**config.mk**
```make
export PLATFORM = sky130hd
export DESIGN_NAME = imm_encoder_flat
export DESIGN_NICKNAME = d
export VERILOG_FILES = /design/src/rtl/ext_pkg.sv /design/src/rtl/imm_encoder_if.sv /design/src/rtl/imm_classify.sv /design/src/rtl/imm_encoder.sv /design/src/flat_wrapper.sv
export SDC_FILE = /design/constraint.sdc
export NUM_CORES = 1
export LEC_CHECK = 0
export BUFFER_PORTS_ARGS = -buffer_cell sky130_fd_sc_hd__buf_2
export CAP_MARGIN = 20
export CORE_UTILIZATION = 56
export DETAILED_ROUTE_END_ITERATION = 7
export GPL_TIMING_DRIVEN = 0
export PLACE_DENSITY = 0.84
export SLEW_MARGIN = 20
export SYNTH_ARGS = -nofsm -noshare
export SYNTH_HDL_FRONTEND = slang
export SYNTH_SLANG_ARGS = --single-unit
export TNS_END_PERCENT = 5
```
**constraint.sdc**
```tcl
create_clock -name clk -period 6.3 [get_ports clk]
set_clock_uncertainty 0.1 [all_clocks]
set_input_delay 1.26 -clock clk [delete_from_list [all_inputs] [get_ports clk]]
set_output_delay 1.26 -clock clk [all_outputs]
set_load 0.01 [all_outputs]
```
**src/rtl/ext_pkg.sv**
```systemverilog
// Shared definitions for the immediate encoder path.
// Holds the extender opcode values, the encoder FSM state encoding and the
// classification result record produced by imm_classify.
package ext_pkg;

  localparam logic [1:0] EOP_SIGN = 2'b00;
  localparam logic [1:0] EOP_ZERO = 2'b01;
  localparam logic [1:0] EOP_LUI  = 2'b10;
  localparam logic [1:0] EOP_RSVD = 2'b11;

  typedef enum logic [1:0] {
    StEmpty = 2'd0,
    StOne   = 2'd1,
    StHi    = 2'd2,
    StLo    = 2'd3
  } enc_state_e;

  typedef struct packed {
    logic        is_split;
    logic [1:0]  eop;
    logic [15:0] imm_first;
    logic [15:0] imm_low;
  } imm_class_t;

endpackage

```
**src/rtl/imm_encoder_if.sv**
```systemverilog
// Streaming bus of the immediate encoder.
// in_*  : 32-bit constants towards the encoder (valid/ready).
// out_* : imm/EOp beats from the encoder (valid/ready), plus last/split flags.
// slave modport is the encoder side, master modport is the producer/consumer side.
interface imm_encoder_if;
  logic        in_valid;
  logic        in_ready;
  logic [31:0] in_data;
  logic        out_valid;
  logic        out_ready;
  logic [15:0] out_imm;
  logic [1:0]  out_eop;
  logic        out_last;
  logic        out_split;

  modport slave (
    input  in_valid, in_data, out_ready,
    output in_ready, out_valid, out_imm, out_eop, out_last, out_split
  );

  modport master (
    output in_valid, in_data, out_ready,
    input  in_ready, out_valid, out_imm, out_eop, out_last, out_split
  );
endinterface

```
**src/rtl/imm_classify.sv**
```systemverilog
// Combinational classifier: decides how a 32-bit constant is expressed as
// imm/EOp beats.
// value_i : constant to classify
// class_o : {is_split, eop of the first beat, imm of the first beat, low half}
module imm_classify
  import ext_pkg::*;
(
  input  logic [31:0] value_i,
  output imm_class_t  class_o
);

  logic sign_fit;
  logic zero_fit;
  logic lui_fit;

  // Bits 31..15 all equal means the sign-extended 16-bit form reproduces it.
  assign sign_fit = (&value_i[31:15]) | ~(|value_i[31:15]);
  assign zero_fit = ~(|value_i[31:16]);
  assign lui_fit  = ~(|value_i[15:0]);

  always_comb begin
    class_o          = '0;
    class_o.imm_low  = value_i[15:0];
    if (sign_fit) begin
      class_o.eop       = EOP_SIGN;
      class_o.imm_first = value_i[15:0];
    end else if (zero_fit) begin
      class_o.eop       = EOP_ZERO;
      class_o.imm_first = value_i[15:0];
    end else if (lui_fit) begin
      class_o.eop       = EOP_LUI;
      class_o.imm_first = value_i[31:16];
    end else begin
      class_o.is_split  = 1'b1;
      class_o.eop       = EOP_LUI;
      class_o.imm_first = value_i[31:16];
    end
  end

endmodule

```
**src/rtl/imm_encoder.sv**
```systemverilog
// Streaming immediate encoder: turns 32-bit constants into the imm/EOp beats
// that the immediate extender expands back to the same value. Constants that
// fit no single form go out as an upper (lui) beat then a lower (ori) beat.
// clk       : clock, rising edge
// reset     : synchronous active-high reset
// bus       : in/out valid-ready streams (slave side)
// cnt_words : constants accepted (wraps)
// cnt_split : accepted constants that needed two beats (wraps)
module imm_encoder
  import ext_pkg::*;
#(
  parameter int unsigned CNT_W = 16
) (
  input  logic             clk,
  input  logic             reset,
  imm_encoder_if.slave     bus,
  output logic [CNT_W-1:0] cnt_words,
  output logic [CNT_W-1:0] cnt_split
);

  enc_state_e       state_q;
  logic [15:0]      imm_q;
  logic [1:0]       eop_q;
  logic             last_q;
  logic             split_q;
  logic [15:0]      low_q;
  logic [CNT_W-1:0] words_q;
  logic [CNT_W-1:0] splits_q;

  imm_class_t cls;
  logic       in_ready;
  logic       in_fire;

  imm_classify u_classify (
    .value_i (bus.in_data),
    .class_o (cls)
  );

  // Held off during reset so nothing is accepted in that cycle.
  assign in_ready = ~reset & ((state_q == StEmpty) |
                              (((state_q == StOne) | (state_q == StLo)) & bus.out_ready));
  assign in_fire  = bus.in_valid & in_ready;

  always_ff @(posedge clk) begin
    if (reset) begin
      state_q  <= StEmpty;
      imm_q    <= '0;
      eop_q    <= EOP_SIGN;
      last_q   <= 1'b0;
      split_q  <= 1'b0;
      low_q    <= '0;
      words_q  <= '0;
      splits_q <= '0;
    end else begin
      if (in_fire) begin
        words_q <= words_q + CNT_W'(1);
        if (cls.is_split) begin
          splits_q <= splits_q + CNT_W'(1);
        end
      end

      unique case (state_q)
        StHi: begin
          if (bus.out_ready) begin
            state_q <= StLo;
            imm_q   <= low_q;
            eop_q   <= EOP_ZERO;
            last_q  <= 1'b1;
          end
        end
        default: begin
          // StEmpty, StOne, StLo: in_fire here implies the held beat (if any)
          // is being consumed in the same cycle.
          if (in_fire) begin
            imm_q   <= cls.imm_first;
            eop_q   <= cls.eop;
            split_q <= cls.is_split;
            if (cls.is_split) begin
              state_q <= StHi;
              last_q  <= 1'b0;
              low_q   <= cls.imm_low;
            end else begin
              state_q <= StOne;
              last_q  <= 1'b1;
            end
          end else if ((state_q != StEmpty) && bus.out_ready) begin
            state_q <= StEmpty;
          end
        end
      endcase
    end
  end

  assign bus.in_ready  = in_ready;
  assign bus.out_valid = (state_q != StEmpty);
  assign bus.out_imm   = imm_q;
  assign bus.out_eop   = eop_q;
  assign bus.out_last  = last_q;
  assign bus.out_split = split_q;
  assign cnt_words     = words_q;
  assign cnt_split     = splits_q;

endmodule

```
**src/flat_wrapper.sv**
```systemverilog
// flat-port wrapper written by rule: the top's interface ports become plain ports
module imm_encoder_flat import ext_pkg::*;
#(
  parameter int unsigned CNT_W = 16
)
  (clk, reset, cnt_words, cnt_split, bus_in_valid, bus_in_data, bus_out_ready, bus_in_ready, bus_out_valid, bus_out_imm, bus_out_eop, bus_out_last, bus_out_split);
  imm_encoder_if bus_i ();
  input  logic clk;
  input  logic reset;
  output logic [CNT_W-1:0] cnt_words;
  output logic [CNT_W-1:0] cnt_split;
  input wire logic [$bits(bus_i.in_valid)-1:0] bus_in_valid;
  input wire logic [$bits(bus_i.in_data)-1:0] bus_in_data;
  input wire logic [$bits(bus_i.out_ready)-1:0] bus_out_ready;
  output wire logic [$bits(bus_i.in_ready)-1:0] bus_in_ready;
  output wire logic [$bits(bus_i.out_valid)-1:0] bus_out_valid;
  output wire logic [$bits(bus_i.out_imm)-1:0] bus_out_imm;
  output wire logic [$bits(bus_i.out_eop)-1:0] bus_out_eop;
  output wire logic [$bits(bus_i.out_last)-1:0] bus_out_last;
  output wire logic [$bits(bus_i.out_split)-1:0] bus_out_split;
  assign bus_i.in_valid = bus_in_valid;
  assign bus_i.in_data = bus_in_data;
  assign bus_i.out_ready = bus_out_ready;
  assign bus_in_ready = bus_i.in_ready;
  assign bus_out_valid = bus_i.out_valid;
  assign bus_out_imm = bus_i.out_imm;
  assign bus_out_eop = bus_i.out_eop;
  assign bus_out_last = bus_i.out_last;
  assign bus_out_split = bus_i.out_split;
  imm_encoder #(.CNT_W(CNT_W)) u_core (.clk(clk), .reset(reset), .bus(bus_i), .cnt_words(cnt_words), .cnt_split(cnt_split));
endmodule
```
# After elaboration in Yosys (flattened, before gate mapping)
# Index checks and enable logic that the tools add are counted.
# totals
output_inout_bits	54
register_bits	70
inputBits	36
# op_classes
n_reduce_logical	14
n_eq_ne	4
addsub	2
muxes	20
bitwise_logic	9
# op_table
operator	n
16-bit two-way mux	3
18-bit two-way mux	2
16-bit by 1-bit adder with 16-bit output, second input constant	2
16-bit OR reduction	2
17-bit AND reduction	1
17-bit OR reduction	1
2-bit two-way mux	8
2-bit AND reduction	4
1-bit two-way mux	7
2-bit equality test, second input constant	2
2-bit nonzero test	2
1-bit AND	3
1-bit NOT	3
1-bit OR	3
3-bit AND reduction	1
3-bit nonzero test	1
2-bit by 1-bit equality test with 1-bit output, second input constant	1
2-bit logical NOT	1
2-bit inequality test, second input constant	1
1-bit logical AND	1

# Longest topological paths before layout
# logic_depth
word_depth	8
mapped_depth	8
ltp_nobuf	6

# By module
# A second synthesis with hierarchy kept.
# hier_totals
hier_cells	415
area_unflattened_um2	3594.7
# modules_own_cells
module	n_inst	cells_per_inst	area_each_um2
imm_encoder	1	327	3045.4
imm_classify	1	88	549.3

# Worst setup path before layout
# OpenSTA, ideal clock, no wires.
# synth_path
path_kind	input port to output port
from	in reset
to	out bus_in_ready
cell_stages	4
arrival_ns	2.227
required_ns	4.940
setup_slack_ns	2.713
path_cell_list	buf_1 -> clkbuf_1 -> clkbuf_1 -> a21oi_1
# synth_via
elab_chain_cells	2
# synth_rtl
element	line_no	source
from (decl)	flat_wrapper.sv:9	input logic reset;
1-bit NOT	imm_encoder.sv:40	assign in_ready = ~reset & ((state_q == StEmpty) |
1-bit AND	imm_encoder.sv:40	
to (decl)	flat_wrapper.sv:15	output wire logic [$bits(bus_i.in_ready)-1:0] bus_in_ready;
# Every way passes these cells.

# Final worst setup path
# Same ends and word-level chain as after synthesis.

==> metrics.csv <==
stage;metric;value;unit
sta;rsz0062_at_grt;false;
cts;postCtsSetupBuffers;0;
synthesis;syn_nets;437;
final_layout;antenna_cells;0;
drt;wl_per_cell;17.1;microns
global_route;overflow;0;
sta;holdWs;363;ps
placed_design;hpwl;7.02;mm
synthesis;async_flop_share;0;%
cts;cts_buffers;9;
placed_design;postPlaceCellArea;0.00387;sq mm
global_route;grt_max_degree;13;
drt;via_per_inst;6.24;
synthesis;ys_warn_count;0;
cts;cts_hold_buf;0;
synthesis;netlist_instances;399;
drt;drtIter0Drc;222;
critical_path;r2r_end;u_core.low_q[0]$_SDFFE_PP0P_;
sta;drv_slew;0;
placed_design;gp_congestion;0.977;
sta;clock.fmax;0.231;GHz
critical_path;ff2ff_path_depth;8;
sta;final-hold-violation-count;0;
global_route;antenna_found_initial;0;
sta;finalSetupViolCount;0;
critical_path;critPathRequiredTime;4940;ps
pwr;peakVddDrop;0.168;mV
critical_path;critical_path_class;in -> out;
cts;clockBufferDepth;2;
critical_path;cp-end-kind;output port;
synthesis;yosysMostFrequentCell;dfxtp_1;
sta;tns;0;ps
cts;cts_max_level;3;
critical_path;cp_cell_sequence;buf_2 > buf_1 > clkbuf_1 > clkbuf_1 > a21oi_1 > buf_2;
critical_path;start_kind;primary input;
synthesis;synth-edff-count;0;
synthesis;synthesis.area;0.00334;sq mm
synthesis;ys_top_cells_by_count;dfxtp_1 (70), nand2_1 (64), a21oi_1 (32);
cts;ctsResizeCount;0;
synthesis;avgSynthCellArea;8.36;sq um
global_route;grt.total_usage;31.8;%
status;status;finished clean;
global_route;grt_pass1_vias;3261;
sta;slew_headroom;46.1;%
synthesis;synth_top_cells_by_area;dfxtp_1 (42%), nand2_1 (7.2%), o211ai_1 (5.9%), a21oi_1 (4.8%), o221ai_1 (3.7%);
final_layout;stdcell_area;0.00413;sq mm
floorplanning;core.rowCount;27;
drt;drc;0;
pwr;power_density;268;mW/mm^2
global_route;grt_pass1_wl;15.5;mm
drt;ant_nets;0;
pwr;finalPower;1.11;mW
critical_path;reg2reg_from;u_core.state_q[1]$_SDFFE_PP0P_;
drt;route.vias.total;3593;
hold_path;holdPathStages;2;
cts;cts-root-buf;clkbuf_8;
hold_path;holdPathEnd;u_core.low_q[7]$_SDFFE_PP0P_;
floorplanning;dieWidth;79.2;microns
floorplanning;die_area;0.00627;sq mm
synthesis;synth-seq-area-share;42.0;%
floorplanning;die_h;79.2;microns
final_layout;area_growth_syn_to_layout;23.9;%
floorplanning;fp.coreArea;0.00561;sq mm
cts;tritoncts;done;
job;max-cap-violations;0;
synthesis;synthDistinctLibCells;41;
synthesis;synthFlopType;dfxtp_1;
critical_path;cp.arrival;2960;ps
pwr;leakagePower;1.62;nW
critical_path;reg2reg_setup_slack;3770;ps
sta;tightest_slew;807;ps
hold_path;hold_path_startpoint;u_core.low_q[7]$_SDFFE_PP0P_;
critical_path;slowest_delay;490;ps
drt;first_pass_iters;5;
synthesis;synth_top_cell_area_share;42.0;%
hold_path;hold_class;reg -> reg;
final_layout;drive_above_1_share;21.8;%
critical_path;cp_max_fo;10;
sta;fin_crit_sh;68.6;%
sta;min_period;4320;ps
cts;clkTransAtPathRegs;80;ps
cts;clk_latency;350;ps
cts;clock_sinks;70;
critical_path;crit_slowest_cell;clkbuf_1;
drt;routed_wl;9.87;mm
placed_design;io_buffers;89;
final_layout;finalNetCount;537;
floorplanning;start_util;59.5;%
synthesis;ys_ff_latch;70;
final_layout;fin_util;73.7;%
synthesis;yosysTopAreaCell;dfxtp_1;
floorplanning;io_pins;90;
## flip-flops by register name, summed over array words and instances (netlist names)
name / count
u_core.bus.out_split: 1
u_core.bus.out_last: 1
u_core.bus.out_eop: 2
u_core.bus.out_imm: 16
u_core.cnt_words: 16
u_core.state_q: 2
u_core.cnt_split: 16
u_core.low_q: 16
## cells in the final DEF, fill, tap and decap left out, types with 14 or more instances in the layout
master    Yosys  final
buf_2         4     93
dfxtp_1      70     70
nand2_1      64     64
a21oi_1      32     32
o211ai_1     26     26
clkbuf_1     22     23
nor2_1       21     21
nand3_1      15     15
nor2b_1      14     14
o221ai_1     14     14
## power by group
part	leakage (nW)	total, mW	internal, mW	switching (mW)
clock	0.130	0.483	0.303	0.179
sequential	0.570	0.480	0.466	0.0139
combinational	0.918	0.145	0.0561	0.0889
## how the worst max path moves through the flow
stage	startpoint	endpoint	slack, ps
2_1_floorplan	reset	bus_in_ready	2710
3_3_place_gp	reset	bus_in_ready	2060
3_5_place_dp	reset	bus_in_ready	2020
4_1_cts	reset	bus_in_ready	2020
5_1_grt	reset	bus_in_ready	1860
6_report	reset	bus_in_ready	1980
## layout make-up
class / count / area, sq um
Buffer: 28 / 110
Clock buffer: 10 / 128
Clock inverter: 6 / 134
Fill cell: 468 / 1480
Inverter: 2 / 7.51
Multi-Input combinational cell: 299 / 1820
Sequential cell: 70 / 1400
Tap cell: 72 / 90.1
Timing Repair Buffer: 89 / 445
## metal layers
layer / GRT usage [%] / routed length, microns / up-vias / part of all wire [%]
met5: 0 / 0 / - / 0
met4: 11.3 / 182 / 0 / 1.8
met3: 7.24 / 897 / 27 / 9.1
met2: 52.6 / 4610 / 214 / 47
met1: 40.5 / 4180 / 1650 / 42
li1: - / - / 1702 / -
## logic make-up after synthesis
group	Yosys count	synth area share, %
XOR/XNOR	16	4.20
adder cells (fa/ha/maj)	2	0.750
buffers and inverters	30	3.53
multiplexers	3	0.938
AND/OR/NAND/NOR	165	24.5
flip-flops	70	42.0
AO/OA/AOI/OAI	113	24.1
## through the flow
step	setup WS, ps	std cells
3_5_place_dp	2020	560
5_1_grt	1860	576
3_3_place_gp	2060	560
2_1_floorplan	2710	399
4_1_cts	2020	576
6_report	1980	576
## worst max-delay path, delay by kind of cell
family / cells / cell delay [ps]
buffers and inverters: 5 / 1600
AO/OA/AOI/OAI: 1 / 100
(Power assumes the default switching activity.)
